==> config.mk <==
export PLATFORM = sky130hd
export DESIGN_NAME = shift_unit_pipe
export DESIGN_NICKNAME = d
export VERILOG_FILES = /design/src/rtl/shift_unit_pkg.sv /design/src/rtl/shift_unit_pipe_group.sv /design/src/rtl/shift_unit_pipe.sv
export SDC_FILE = /design/constraint.sdc
export NUM_CORES = 1
export LEC_CHECK = 0
export BUFFER_PORTS_ARGS = -buffer_cell sky130_fd_sc_hd__buf_2
export CORE_ASPECT_RATIO = 0.8
export CORE_MARGIN = 4
export CORE_UTILIZATION = 62
export DETAILED_ROUTE_END_ITERATION = 8
export PLACE_DENSITY = 0.87
export SYNTH_ARGS = -nofsm -noshare
export SYNTH_HDL_FRONTEND = slang
export SYNTH_SLANG_ARGS = --single-unit
==> constraint.sdc <==
create_clock -name clk -period 12.02 [get_ports clk]
set_clock_uncertainty 0.05 [all_clocks]
set_input_delay 1.202 -clock clk [delete_from_list [all_inputs] [get_ports clk]]
set_output_delay 1.202 -clock clk [all_outputs]
set_load 0.02 [all_outputs]
==> src/rtl/shift_unit_pkg.sv <==
// Shared op codes and level-to-stage mapping for the pipelined shifter.
// SHIFT_UNIT_ROTATE_EN enables the ROR/ROL op codes.
package shift_unit_pkg;

    localparam int SH_OP_W = 3;

    localparam logic [SH_OP_W-1:0] SH_OP_SRL = 3'b000;
    localparam logic [SH_OP_W-1:0] SH_OP_SLL = 3'b001;
    localparam logic [SH_OP_W-1:0] SH_OP_SRA = 3'b010;
    localparam logic [SH_OP_W-1:0] SH_OP_ROR = 3'b011;
    localparam logic [SH_OP_W-1:0] SH_OP_ROL = 3'b100;

    function automatic int lvl_lo(input int s, input int l, input int st);
        return s * l / st;
    endfunction

    // The last stage absorbs any remainder levels.
    function automatic int lvl_hi(input int s, input int l, input int st);
        return (s == st - 1) ? l - 1 : (s + 1) * l / st - 1;
    endfunction

    function automatic logic op_left(input logic [SH_OP_W-1:0] op);
        return (op == SH_OP_SLL) || (op == SH_OP_ROL);
    endfunction

    function automatic logic op_rot(input logic [SH_OP_W-1:0] op);
        return (op == SH_OP_ROR) || (op == SH_OP_ROL);
    endfunction

    function automatic logic op_legal(input logic [SH_OP_W-1:0] op);
`ifdef SHIFT_UNIT_ROTATE_EN
        return op <= SH_OP_ROL;
`else
        return op <= SH_OP_SRA;
`endif
    endfunction

endpackage

==> src/rtl/shift_unit_pipe_group.sv <==
// Combinational right-shift over the barrel levels owned by one stage.
// SHIFT_UNIT_ROTATE_EN adds the wrap-around path for rotates.
module shift_level_group
    import shift_unit_pkg::*;
#(
    parameter int XLEN   = 32,
    parameter int LVL_LO = 0,
    parameter int LVL_HI = 0
) (
    input  logic [XLEN-1:0]          i_data,
    input  logic [LVL_HI-LVL_LO:0]   i_shamt,
    input  logic [SH_OP_W-1:0]       i_op,
    output logic [XLEN-1:0]          o_data
);

    logic [XLEN-1:0] w_d;
    logic [XLEN-1:0] w_t;

    always_comb begin
        w_d = i_data;
        w_t = '0;
        for (int k = LVL_LO; k <= LVL_HI; k++) begin
            if (i_shamt[k-LVL_LO]) begin
                w_t = w_d >> (1 << k);
                if (i_op == SH_OP_SRA && w_d[XLEN-1])
                    w_t = w_t | ~({XLEN{1'b1}} >> (1 << k));
`ifdef SHIFT_UNIT_ROTATE_EN
                if (op_rot(i_op))
                    w_t = w_t | (w_d << (XLEN - (1 << k)));
`endif
                w_d = w_t;
            end
        end
        o_data = w_d;
    end

endmodule

==> src/rtl/shift_unit_pipe.sv <==
// Pipelined barrel shifter with valid/ready handshake, flush and tag.
// SHIFT_UNIT_ROTATE_EN enables ROR/ROL; otherwise those codes yield 0.
module shift_unit_pipe
    import shift_unit_pkg::*;
#(
    parameter int XLEN   = 32,
    parameter int STAGES = 2,
    parameter int TAG_W  = 5
) (
    input  logic                     clk,
    input  logic                     rst,
    input  logic                     flush,
    input  logic                     in_valid,
    output logic                     in_ready,
    input  logic [XLEN-1:0]          in_data,
    input  logic [$clog2(XLEN)-1:0]  in_shamt,
    input  logic [SH_OP_W-1:0]       in_op,
    input  logic [TAG_W-1:0]         in_tag,
    output logic                     out_valid,
    input  logic                     out_ready,
    output logic [XLEN-1:0]          out_data,
    output logic [TAG_W-1:0]         out_tag
);

    localparam int SHW = $clog2(XLEN);
    localparam int LST = STAGES - 1;

    logic [STAGES-1:0]  r_v;
    logic [STAGES-1:0]  w_rdy;
    logic [STAGES-1:0]  w_vin;
    logic [XLEN-1:0]    r_data [STAGES];
    logic [XLEN-1:0]    w_din  [STAGES];
    logic [XLEN-1:0]    w_dout [STAGES];
    logic [SH_OP_W-1:0] r_op   [STAGES];
    logic [SH_OP_W-1:0] w_opin [STAGES];
    logic [TAG_W-1:0]   r_tag  [STAGES];
    logic [TAG_W-1:0]   w_tagin[STAGES];
    logic [XLEN-1:0]    w_rev_in;
    logic [XLEN-1:0]    w_rev_out;
    logic [XLEN-1:0]    w_prep;

    always_comb begin
        w_rev_in  = '0;
        w_rev_out = '0;
        for (int i = 0; i < XLEN; i++) begin
            w_rev_in[i]  = in_data[XLEN-1-i];
            w_rev_out[i] = r_data[LST][XLEN-1-i];
        end
    end

    // Undefined ops enter as zero so every later level produces 0.
    assign w_prep = !op_legal(in_op) ? '0 :
                    op_left(in_op)   ? w_rev_in : in_data;

    assign in_ready  = w_rdy[0] && !flush;
    assign out_valid = r_v[LST];
    assign out_tag   = r_tag[LST];
    assign out_data  = op_left(r_op[LST]) ? w_rev_out : r_data[LST];

    for (genvar s = 0; s < STAGES; s++) begin : g_st
        localparam int LO = lvl_lo(s, SHW, STAGES);
        localparam int HI = lvl_hi(s, SHW, STAGES);

        logic [SHW-1-LO:0] w_rem;

        // A stage can load when it or any stage below it has a hole.
        assign w_rdy[s] = out_ready || !(&r_v[LST:s]);

        if (s == 0) begin : g_first
            assign w_rem      = in_shamt;
            assign w_din[s]   = w_prep;
            assign w_opin[s]  = in_op;
            assign w_tagin[s] = in_tag;
            assign w_vin[s]   = in_valid && in_ready;
        end else begin : g_next
            assign w_rem      = g_st[s-1].g_sh.r_sh;
            assign w_din[s]   = r_data[s-1];
            assign w_opin[s]  = r_op[s-1];
            assign w_tagin[s] = r_tag[s-1];
            assign w_vin[s]   = r_v[s-1];
        end

        if (s < LST) begin : g_sh
            logic [SHW-2-HI:0] r_sh;
            always_ff @(posedge clk) begin
                if (rst)
                    r_sh <= '0;
                else if (w_rdy[s] && w_vin[s])
                    r_sh <= w_rem[SHW-1-LO:HI-LO+1];
            end
        end

        shift_level_group #(
            .XLEN   (XLEN),
            .LVL_LO (LO),
            .LVL_HI (HI)
        ) u_grp (
            .i_data  (w_din[s]),
            .i_shamt (w_rem[HI-LO:0]),
            .i_op    (w_opin[s]),
            .o_data  (w_dout[s])
        );
    end

    always_ff @(posedge clk) begin
        if (rst) begin
            r_v <= '0;
            for (int s = 0; s < STAGES; s++) begin
                r_data[s] <= '0;
                r_op[s]   <= '0;
                r_tag[s]  <= '0;
            end
        end else begin
            for (int s = 0; s < STAGES; s++) begin
                if (flush)
                    r_v[s] <= 1'b0;
                else if (w_rdy[s])
                    r_v[s] <= w_vin[s];
                if (w_rdy[s] && w_vin[s]) begin
                    r_data[s] <= w_dout[s];
                    r_op[s]   <= w_opin[s];
                    r_tag[s]  <= w_tagin[s];
                end
            end
        end
    end

endmodule

-- Word-level counts from Yosys, hierarchy flattened
Memory sizes are Yosys's and may differ from the RTL's.
Cells that the tools add are included.
- output and inout port bits: 39
- memories: 3
- word-level logic and storage cells: 64
- bits in writable memories: 80
- register bits: 5
- equal/unequal tests: 6
- bitwise gates (word level): 6
- $lt $le $gt $ge: 1
- muxes and demuxes: 27
- reduce and logical (&&, ||, !) cells: 18
- memories (name ; words ; width ; read ports ; clocked after Yosys merged registers in ; write ports ; RTL line ; RTL):
    r_data ; 2 ; 32 ; 2 ; 0 ; 2 ; shift_unit_pipe.sv:31 ; logic [XLEN-1:0] r_data [STAGES];
    r_tag ; 2 ; 5 ; 2 ; 0 ; 2 ; shift_unit_pipe.sv:36 ; logic [TAG_W-1:0] r_tag [STAGES];
    r_op ; 2 ; 3 ; 2 ; 0 ; 2 ; shift_unit_pipe.sv:34 ; logic [SH_OP_W-1:0] r_op [STAGES];
- operators by type and width (kind ; count):
    two-way mux 32 bit ; 15
    two-way mux 5 bit ; 2
    logical AND 1 bit ; 9
    two-way mux 1 bit ; 8
    == test 3 x 1 -> 1 bit, second input constant ; 2
    == test 3 x 2 -> 1 bit, second input constant ; 2
    == test 3 bit, second input constant ; 2
    two-way mux 3 bit ; 2
    OR 1 bit ; 6
    logical OR 1 bit ; 4
    less-or-equal comparator 3 x 2 -> 1 bit, second input constant ; 1
    zero test 1 bit ; 3
    AND reduction 2 bit ; 1
    OR reduction 2 bit ; 1

-- Depth between registers and ports, before layout
Gate-level depths: netlist of the first run.
An unclocked memory read counts as a cell.
- depth after elaboration: 12
- depth in mapped cells: 6
- mapped depth without buffers: 4

-- Modules after synthesis
Synthesis of the first run repeated with hierarchy kept, for this count alone.
- cell total of the unflattened synthesis: 540
- area, all modules: 6937.9 µm²
- by module, submodules not included (module ; times used ; seq. area each (µm²) ; area each (µm²) ; cells an instance):
    shift_unit_pipe ; 1 ; 2502.4 ; 4889.7 ; 354
    shift_level_group at g_st[1].u_grp ; 1 ; 0.0 ; 1221.2 ; 138
    shift_level_group at g_st[0].u_grp ; 1 ; 0.0 ; 827.0 ; 48

-- Least setup slack after synthesis of the first run
Ideal clock, no wire load.
- path type: input port to flip-flop
- from: in out_ready
- to: mem r_data[1][0] (netlist: r_data[0][32]) (enable)
- cell stages on the path: 2
- setup time: 493 ps
- slack: 7339 ps
- required time: 11477 ps
- data arrival time: 4139 ps
- cells stage by stage: nor2b_1 -> o21ai_0
- RTL lines (what ; RTL line ; RTL):
    start: declaration ; shift_unit_pipe.sv:20 ; input logic out_ready,
    end: declaration ; shift_unit_pipe.sv:31 ;

-- Final worst setup path of the first run
- from: in out_ready
- to: out in_ready
- word-level cells in the longest chain between the ends: 2
- RTL lines (what ; RTL line ; RTL):
    logical OR 1 bit ; shift_unit_pipe.sv:67 ; assign w_rdy[s] = out_ready || !(&r_v[LST:s]);
    logical AND 1 bit ; shift_unit_pipe.sv:55 ; assign in_ready = w_rdy[0] && !flush;
    end: declaration ; shift_unit_pipe.sv:14 ; output logic in_ready,
No other way between the ends.

==> metrics.md, run 1 <==
| Metric | Value |
|---|---|
| Status | complete, no violations |
| Hold WC Path Type | flop to flop |
| Share of layout cells above drive strength 1 | 0.3055 |
| Critical Path Fanout Max | 6 |
| Die area | a little over 10000 um^2 |
| WL/cell | approximately 18 um |
| CTS tree | yes |
| Input/output buffers | between 80 and 90 |
| Worst-Skew Late Latency | 0.36 ns |
| Clock transition at path regs | 0.09 ns |
| Critical Path Sink Type | primary output |
| ANT nets after route | 0 |
| Worst Setup SP | out_ready |
| ANT cells | 0 |
| Gr ovfl total | 0 |
| Worst Tran Pin Value | 1.163 ns |
| Gr usage total | 0.2333 |
| CP Cell Sequence | buf_2 -> nor2b_1 -> a21oi_1 -> buf_2 |
| Initial Util | 0.6389 |
| Syn Std Cell Area | ~5400 um^2 |
| Via count | ~4300 |
| Initial antenna violation count | 0 |
| Max_slew headroom | 0.2215 |
| Ys async rst share | 0 |
| Period utilisation layout | 0.2805 |
| RSZ-0062 raised after global routing | false |
| Most frequent cells in the layout | 88 x buf_2, 80 x edfxtp_1, 52 x a21oi_1 |
| Clk buf depth | 2 |
| Reg2reg start | r_v[0] |
| Syn_nets | roughly 540 |
| Critical path required time | around 11 ns |
| Total Wirelength | 11810 um |
| P_leak | between 2 and 2.5 nW |
| Top delay family on crit path | simple AND/OR/NAND/NOR gates |
| Remaining DRCs | 0 |
| Row cnt | 30 |
| Postcts setup bufs | 0 |
| Die Span X | between 100 and 150 um |
| DRT Pass-1 Iters | 5 |
| Final nets | between 500 and 600 |
| Post-layout minimum cycle time | 3.372 ns |
| Setup WS pre-CTS | 8.352 ns |
| Unique cell type count in the Yosys netlist | 47 |
| Post-synthesis sequential area ratio | 0.4617 |
| Buffers & Inverters on Critical Path | 2 |
| Total CTS buffers | 9 |
| Post-synth EDFFs | 80 |
| Mapped Avg Cell Area | between 10 and 15 um^2 |
| CP peak stage delay | about 0.46 ns |
| Final hold violation count | 0 |
| Vias in the first global route | 3934 |
| Total negative slack | 0 ns |
| Most used DFF post-synth | edfxtp_1 |
| Initial DRC count | approximately 370 |
| Design Power | roughly 680 uW |
| Top Ports | just under 90 |
| Die Y | just over 90 um |
| Final Worst Setup Slack | 8.648 ns |
| First-pass GRT wire length | 19330 um |
| Max H-tree Level | 3 |
| Most frequent CP cell | buf_2 |
| Peak supply drop | between 0.05 and 0.06 mV |
| Setup CP Type | input port to primary output |
| Final setup viols | 0 |
| Arrival time at the worst endpoint | about 2.1 ns |
| CTS sink cnt | 85 |
| Slowest CP cell | nor2b_1 |
| Final Max Slew Viols | 0 |
| Clock root buffer | clkbuf_8 |
| Pwr Density | ~110 nW/um^2 |
| # hold bufs at CTS | 0 |
| Max_cap viols | 0 |
| Post-Syn Instances | 493 |
| Max Fclk | roughly 300 MHz |
| Vias per std cell | ~6.4 |
| HPWL after DPL | ~8600 um |
| Commonest non-fill, non-tap cell in the layout | buf_2 |
| CTS resizes | 0 |
| Total number of yosys warnings | 0 |
| #FFs+latches synth | between 80 and 90 |
| Critical Path Source Type | input port |
| Largest net degree at the start of global routing | 45 |
| Hold path startpoint | r_tag[0][1] |
| Routability cong. | about 0.94 |
| Layout area overhead | 9.672% |
| Core Footprint | roughly 8500 um^2 |
==> metal layers <==
layer | vias up | share of wire | global-route usage
met2 | 227 | 0.47 | 0.3621
li1 | 1997 | - | -
met4 | 0 | 0.031 | 0.09710
met5 | - | 0 | 0
met3 | 27 | 0.079 | 0.04749
met1 | 2004 | 0.42 | 0.3223
==> metrics by stage <==
stage / instance area (um^2) / hold WS [ns] / util / instances
final: 5944 / 0.5102 / 0.7007 / 662
after global routing: 5944 / 0.5303 / 0.7007 / 662
after CTS: 5944 / 0.5101 / 0.7007 / 662
after detailed placement: 5762 / 0.4887 / 0.6792 / 646
after global placement: 5762 / 0.4740 / 0.6792 / 646
after floorplan: 5420 / 0.4614 / - / 493
==> cells in the mapped netlist (all sizes together) (5+ instances only) <==
cell type / number / area, um^2
dfxtp: 5 / 100.1
mux2: 35 / 394.1
inv: 5 / 18.76
o22a: 31 / 271.5
nand2b: 5 / 31.28
edfxtp: 80 / 2402
mux2i: 25 / 250.2
nor2: 24 / 90.09
clkbuf: 16 / 60.06
a311oi: 5 / 50.04
a21oi: 52 / 260.3
mux4: 11 / 247.7
o21ai: 7 / 38.78
buf: 34 / 219.0
nand3: 9 / 50.05
nor2b: 38 / 237.7
o22ai: 29 / 181.4
nor3: 8 / 40.04
nand2: 25 / 101.4
and3: 16 / 100.1
==> final timing paths <==
| kind | to | slack (ns) | depth (start not counted) |
|---|---|---|---|
| setup / recovery | in_ready | 8.65 | 4 |
| hold / removal | r_tag[0][6] | 0.51 | 1 |
| setup reg to reg | r_data[0][8] | 9.21 | 4 |
| hold reg to reg | r_tag[0][6] | 0.51 | 1 |
==> flip-flops by register name, summed over array words and instances, names as in the netlist <==
| name | count |
|---|---|
| r_data | 64 |
| g_st.g_sh.r_sh | 3 |
| r_v | 2 |
| r_op | 6 |
| r_tag | 10 |
==> cell families (layout without fill, tap and decap cells) <==
kind of cell | count (synthesis) | in the layout | share of synthesized area
buffers and inverters | 55 | 112 | 0.05494
XOR/XNOR | 1 | 1 | 0.001616
flip-flops | 85 | 85 | 0.4617
AND/OR/NAND/NOR | 137 | 137 | 0.1383
multiplexers | 71 | 71 | 0.1646
AO/OA/AOI/OAI | 144 | 144 | 0.1789
==> area by class of cell <==
class	count	area, um^2
multi-input cells	353	2636
fillers	601	2539
flip-flops and latches	85	2504
repair buffers	91	462.9
well taps	112	140.1
clock buffers	9	123.9
clock inverters	7	58.81
inverters	5	18.77
==> report_power, final <==
group	internal (mW)	total, mW	switching (mW)
clock network	0.0774	0.183	0.105
registers	0.342	0.356	0.0142
logic	0.0570	0.137	0.0798
total	0.477	0.676	0.199
Power figures use the tool's default switching activity.
==> run 2: changes to the inputs <==
Settings changed: CORE_UTILIZATION 62 to 52, PLACE_DENSITY 0.87 to 0.77.
Clock period 12.02 ns to 3 ns, I/O delays scaled along.
==> run 2 against run 1 <==
Effect of this change:
- worst hold slack worse by 0.37 ns
- wire length is 0.61% higher
- total power grew to 4.5 times the previous value
- clock power grew to 6.0 times the previous value
==> metrics.md, run 2 (synthesis results as in run 1) <==
| Metric | Value |
|---|---|
| Post-layout minimum cycle time | 2.290 ns |
| Period utilisation layout | 0.7633 |
| Total negative slack | 0 ns (unchanged) |
| Die area | 12130 um^2 (+18%) |
| Share of layout cells above drive strength 1 | 0.3117 (+0.006257) |
| Largest net degree at the start of global routing | 44 (-2.2%) |
| Input/output buffers | 88 (unchanged) |
| Critical path required time | 3.09 ns (-7.68 ns) |
| Sequential cell area | 2504 um^2 (unchanged) |
| Clk pwr share | 0.355 (+0.085) |
| Max Fclk | around 440 MHz |
| Fin Hold WS | 0.1405 ns (-0.3698 ns) |
| Arrival time at the worst endpoint | 2.38 ns (+0.26 ns) |
| Vias in the first global route | 3739 (-5.0%) |
| Pwr Density | 500.5 nW/um^2 (+340%) |
| Top Ports | 89 (unchanged) |
| Max_cap viols | 0 (unchanged) |
| Final hold violation count | 0 (unchanged) |
| Row cnt | 33 (+10%) |
| HPWL after DPL | 8826 um (+2.2%) |
| Sequential power share | 0.463 (-0.064) |
| Initial Util | 0.5315 (-0.1075) |
| Worst Reg2Reg Path Length in Cells | 4 (unchanged) |
| Gr ovfl total | 0 (unchanged) |
| Postcts setup bufs | 0 (unchanged) |
| Int Power | 2.260 mW (+370%) |
| Regs by FF count | r_data (64), r_tag (10), r_op (6) |
| Status | complete, no violations |
| RSZ-0062 raised after global routing | false |
| Peak supply drop | 0.2611 mV (+340%) |
| CP Capture Point | r_data[0][29] |
| Commonest non-fill, non-tap cell in the layout | buf_2 |
| Most frequent cells in the layout | 88 x buf_2, 80 x edfxtp_1, 52 x a21oi_1 |
| Design Power | 3.074 mW (+350%) |
| CTS tree | yes |
| Clock root buffer | clkbuf_16 |
| Initial DRC count | 249 (-32%) |
| Critical Path Sink Type | flop |
| Final nets | 600 (+0.84%) |
| Final Max Slew Viols | 0 (unchanged) |
| Gr usage total | 0.1988 (-0.03449) |
| Max FFs per register | 64 (unchanged) |
| NetSw | 813.3 uW (+310%) |
| ANT nets after route | 0 (unchanged) |
| Largest register by flop count | r_data |
| Placed Instances | 679 (+5.1%) |
| CTS sink cnt | 85 (unchanged) |
| R2r setup slk | 0.71 ns (-8.50 ns) |
| Layout area overhead | 13.30% |
| Reg2reg start | r_v[0] |
| WL/cell | 17.10 um (-4.2%) |
| Reg-to-reg critical path endpoint | r_data[0][29] |
| Die Y | 99.32 um (+8.4%) |
| Max_slew headroom | 0.3723 (+0.1509) |
| Worst-Skew Late Latency | 0.34 ns (-0.02 ns) |
| Vias per std cell | 5.965 (-7.2%) |
| DRT Pass-1 Iters | 6 (+1) |
| Clk buf depth | 2 (unchanged) |
| Sw frac | 0.2646 (-0.03025) |
| Critical Path Fanout Max | 30 (+24) |
| Finished Layout Cells | 695 (+5.0%) |
| # hold bufs at CTS | 0 (unchanged) |
| Via count | 4146 (-2.6%) |
| Final setup viols | 0 (unchanged) |
| Worst Setup SP | r_v[0] |
| First-pass GRT wire length | 19020 um (-1.6%) |
| Routability cong. | 0.8920 (-4.9%) |
| Total CTS buffers | 9 (unchanged) |
| Core Footprint | 10200 um^2 (+20%) |
| Hold depth | 3 (+2) |
| Clock transition at path regs | 0.06 ns (-0.03 ns) |
| Remaining DRCs | 0 (unchanged) |
| Fillers | 834 (+39%) |
| Hold WC Path Type | input port to flop |
| P_leak | 2.300 nW (+3.8%) |
| Multi-input logic area | 2636 um^2 (unchanged) |
| ANT cells | 0 (unchanged) |
| Worst Tran Pin Value | 0.9415 ns (-0.2210 ns) |
| Total Wirelength | 11890 um (+0.61%) |
| Critical Path Source Type | flop |
| Max H-tree Level | 3 (unchanged) |
| Die Span X | 122.1 um (+8.5%) |
| Initial antenna violation count | 0 (unchanged) |
| Setup CP Type | flop to flop |
| Combinational power share | 0.182 (-0.020) |
| CTS resizes | 0 (unchanged) |
==> run 2: cell types whose count changed in the layout (fill, tap and decap cells not counted) <==
cell / before / now
inv_6: 2 / 0
buf_4: 3 / 8
clkbuf_16: 0 / 10
clkbuf_8: 9 / 2
clkinv_2: 0 / 1
clkinv_4: 3 / 1
==> run 2: layout make-up <==
type	count	area share
inverter	5	0.003056
tap	140	0.02852
sequential	85	0.4077
clock inverter	4	0.004686
multi-input combinational	353	0.4293
clock buffer	12	0.04523
timing repair buffer	96	0.08150
==> run 2: worst min path at each step <==
stage,to,startpoint,slack [ns]
6_report,g_st[0].g_sh.r_sh[2],in_shamt[4],0.14
5_1_grt,r_v[0],flush,0.14
4_1_cts,r_v[0],flush,0.13
3_5_place_dp,g_st[0].g_sh.r_sh[1],g_st[0].g_sh.r_sh[1],0.46
3_3_place_gp,g_st[0].g_sh.r_sh[1],g_st[0].g_sh.r_sh[1],0.44
2_1_floorplan,g_st[0].g_sh.r_sh[0],rst,0.32
==> run 2: power groups by stage <==
stage | Sequential [mW] | Clock [mW] | Combinational, mW
after global placement | 1.44 | 0 | 0.542
after CTS | 1.42 | 1.10 | 0.558
after global routing | 1.43 | 1.15 | 0.607
final | 1.42 | 1.09 | 0.561
after floorplan | 1.42 | 0 | 0.428
after detailed placement | 1.45 | 0 | 0.553
==> run 2: worst max-delay path, cell delays in order (launching register included) <==
cell and delay (ns):
dfxtp_1 0.40, inv_1 0.13, o21ai_2 0.61, nand3_2 0.58, o32ai_1 0.31
==> run 2: stage by stage <==
step	worst slack, ns	utilization	cell area, um^2
3_3_place_gp	0.8499	0.5721	5834
4_1_cts	0.7519	0.6021	6141
3_5_place_dp	0.7696	0.5721	5834
2_1_floorplan	0.1205	-	5420
5_1_grt	0.4725	0.6021	6141
6_report	0.7101	0.6021	6141
==> run 2: routing by layer <==
layer  routed length, um  vias to the layer above  GRT usage
met4                 308                        0    0.08606
li1                    -                     1998          -
met1                5567                     1932     0.2930
met3                 925                       27    0.03127
met5                   0                        -          0
met2                5084                      189     0.2924
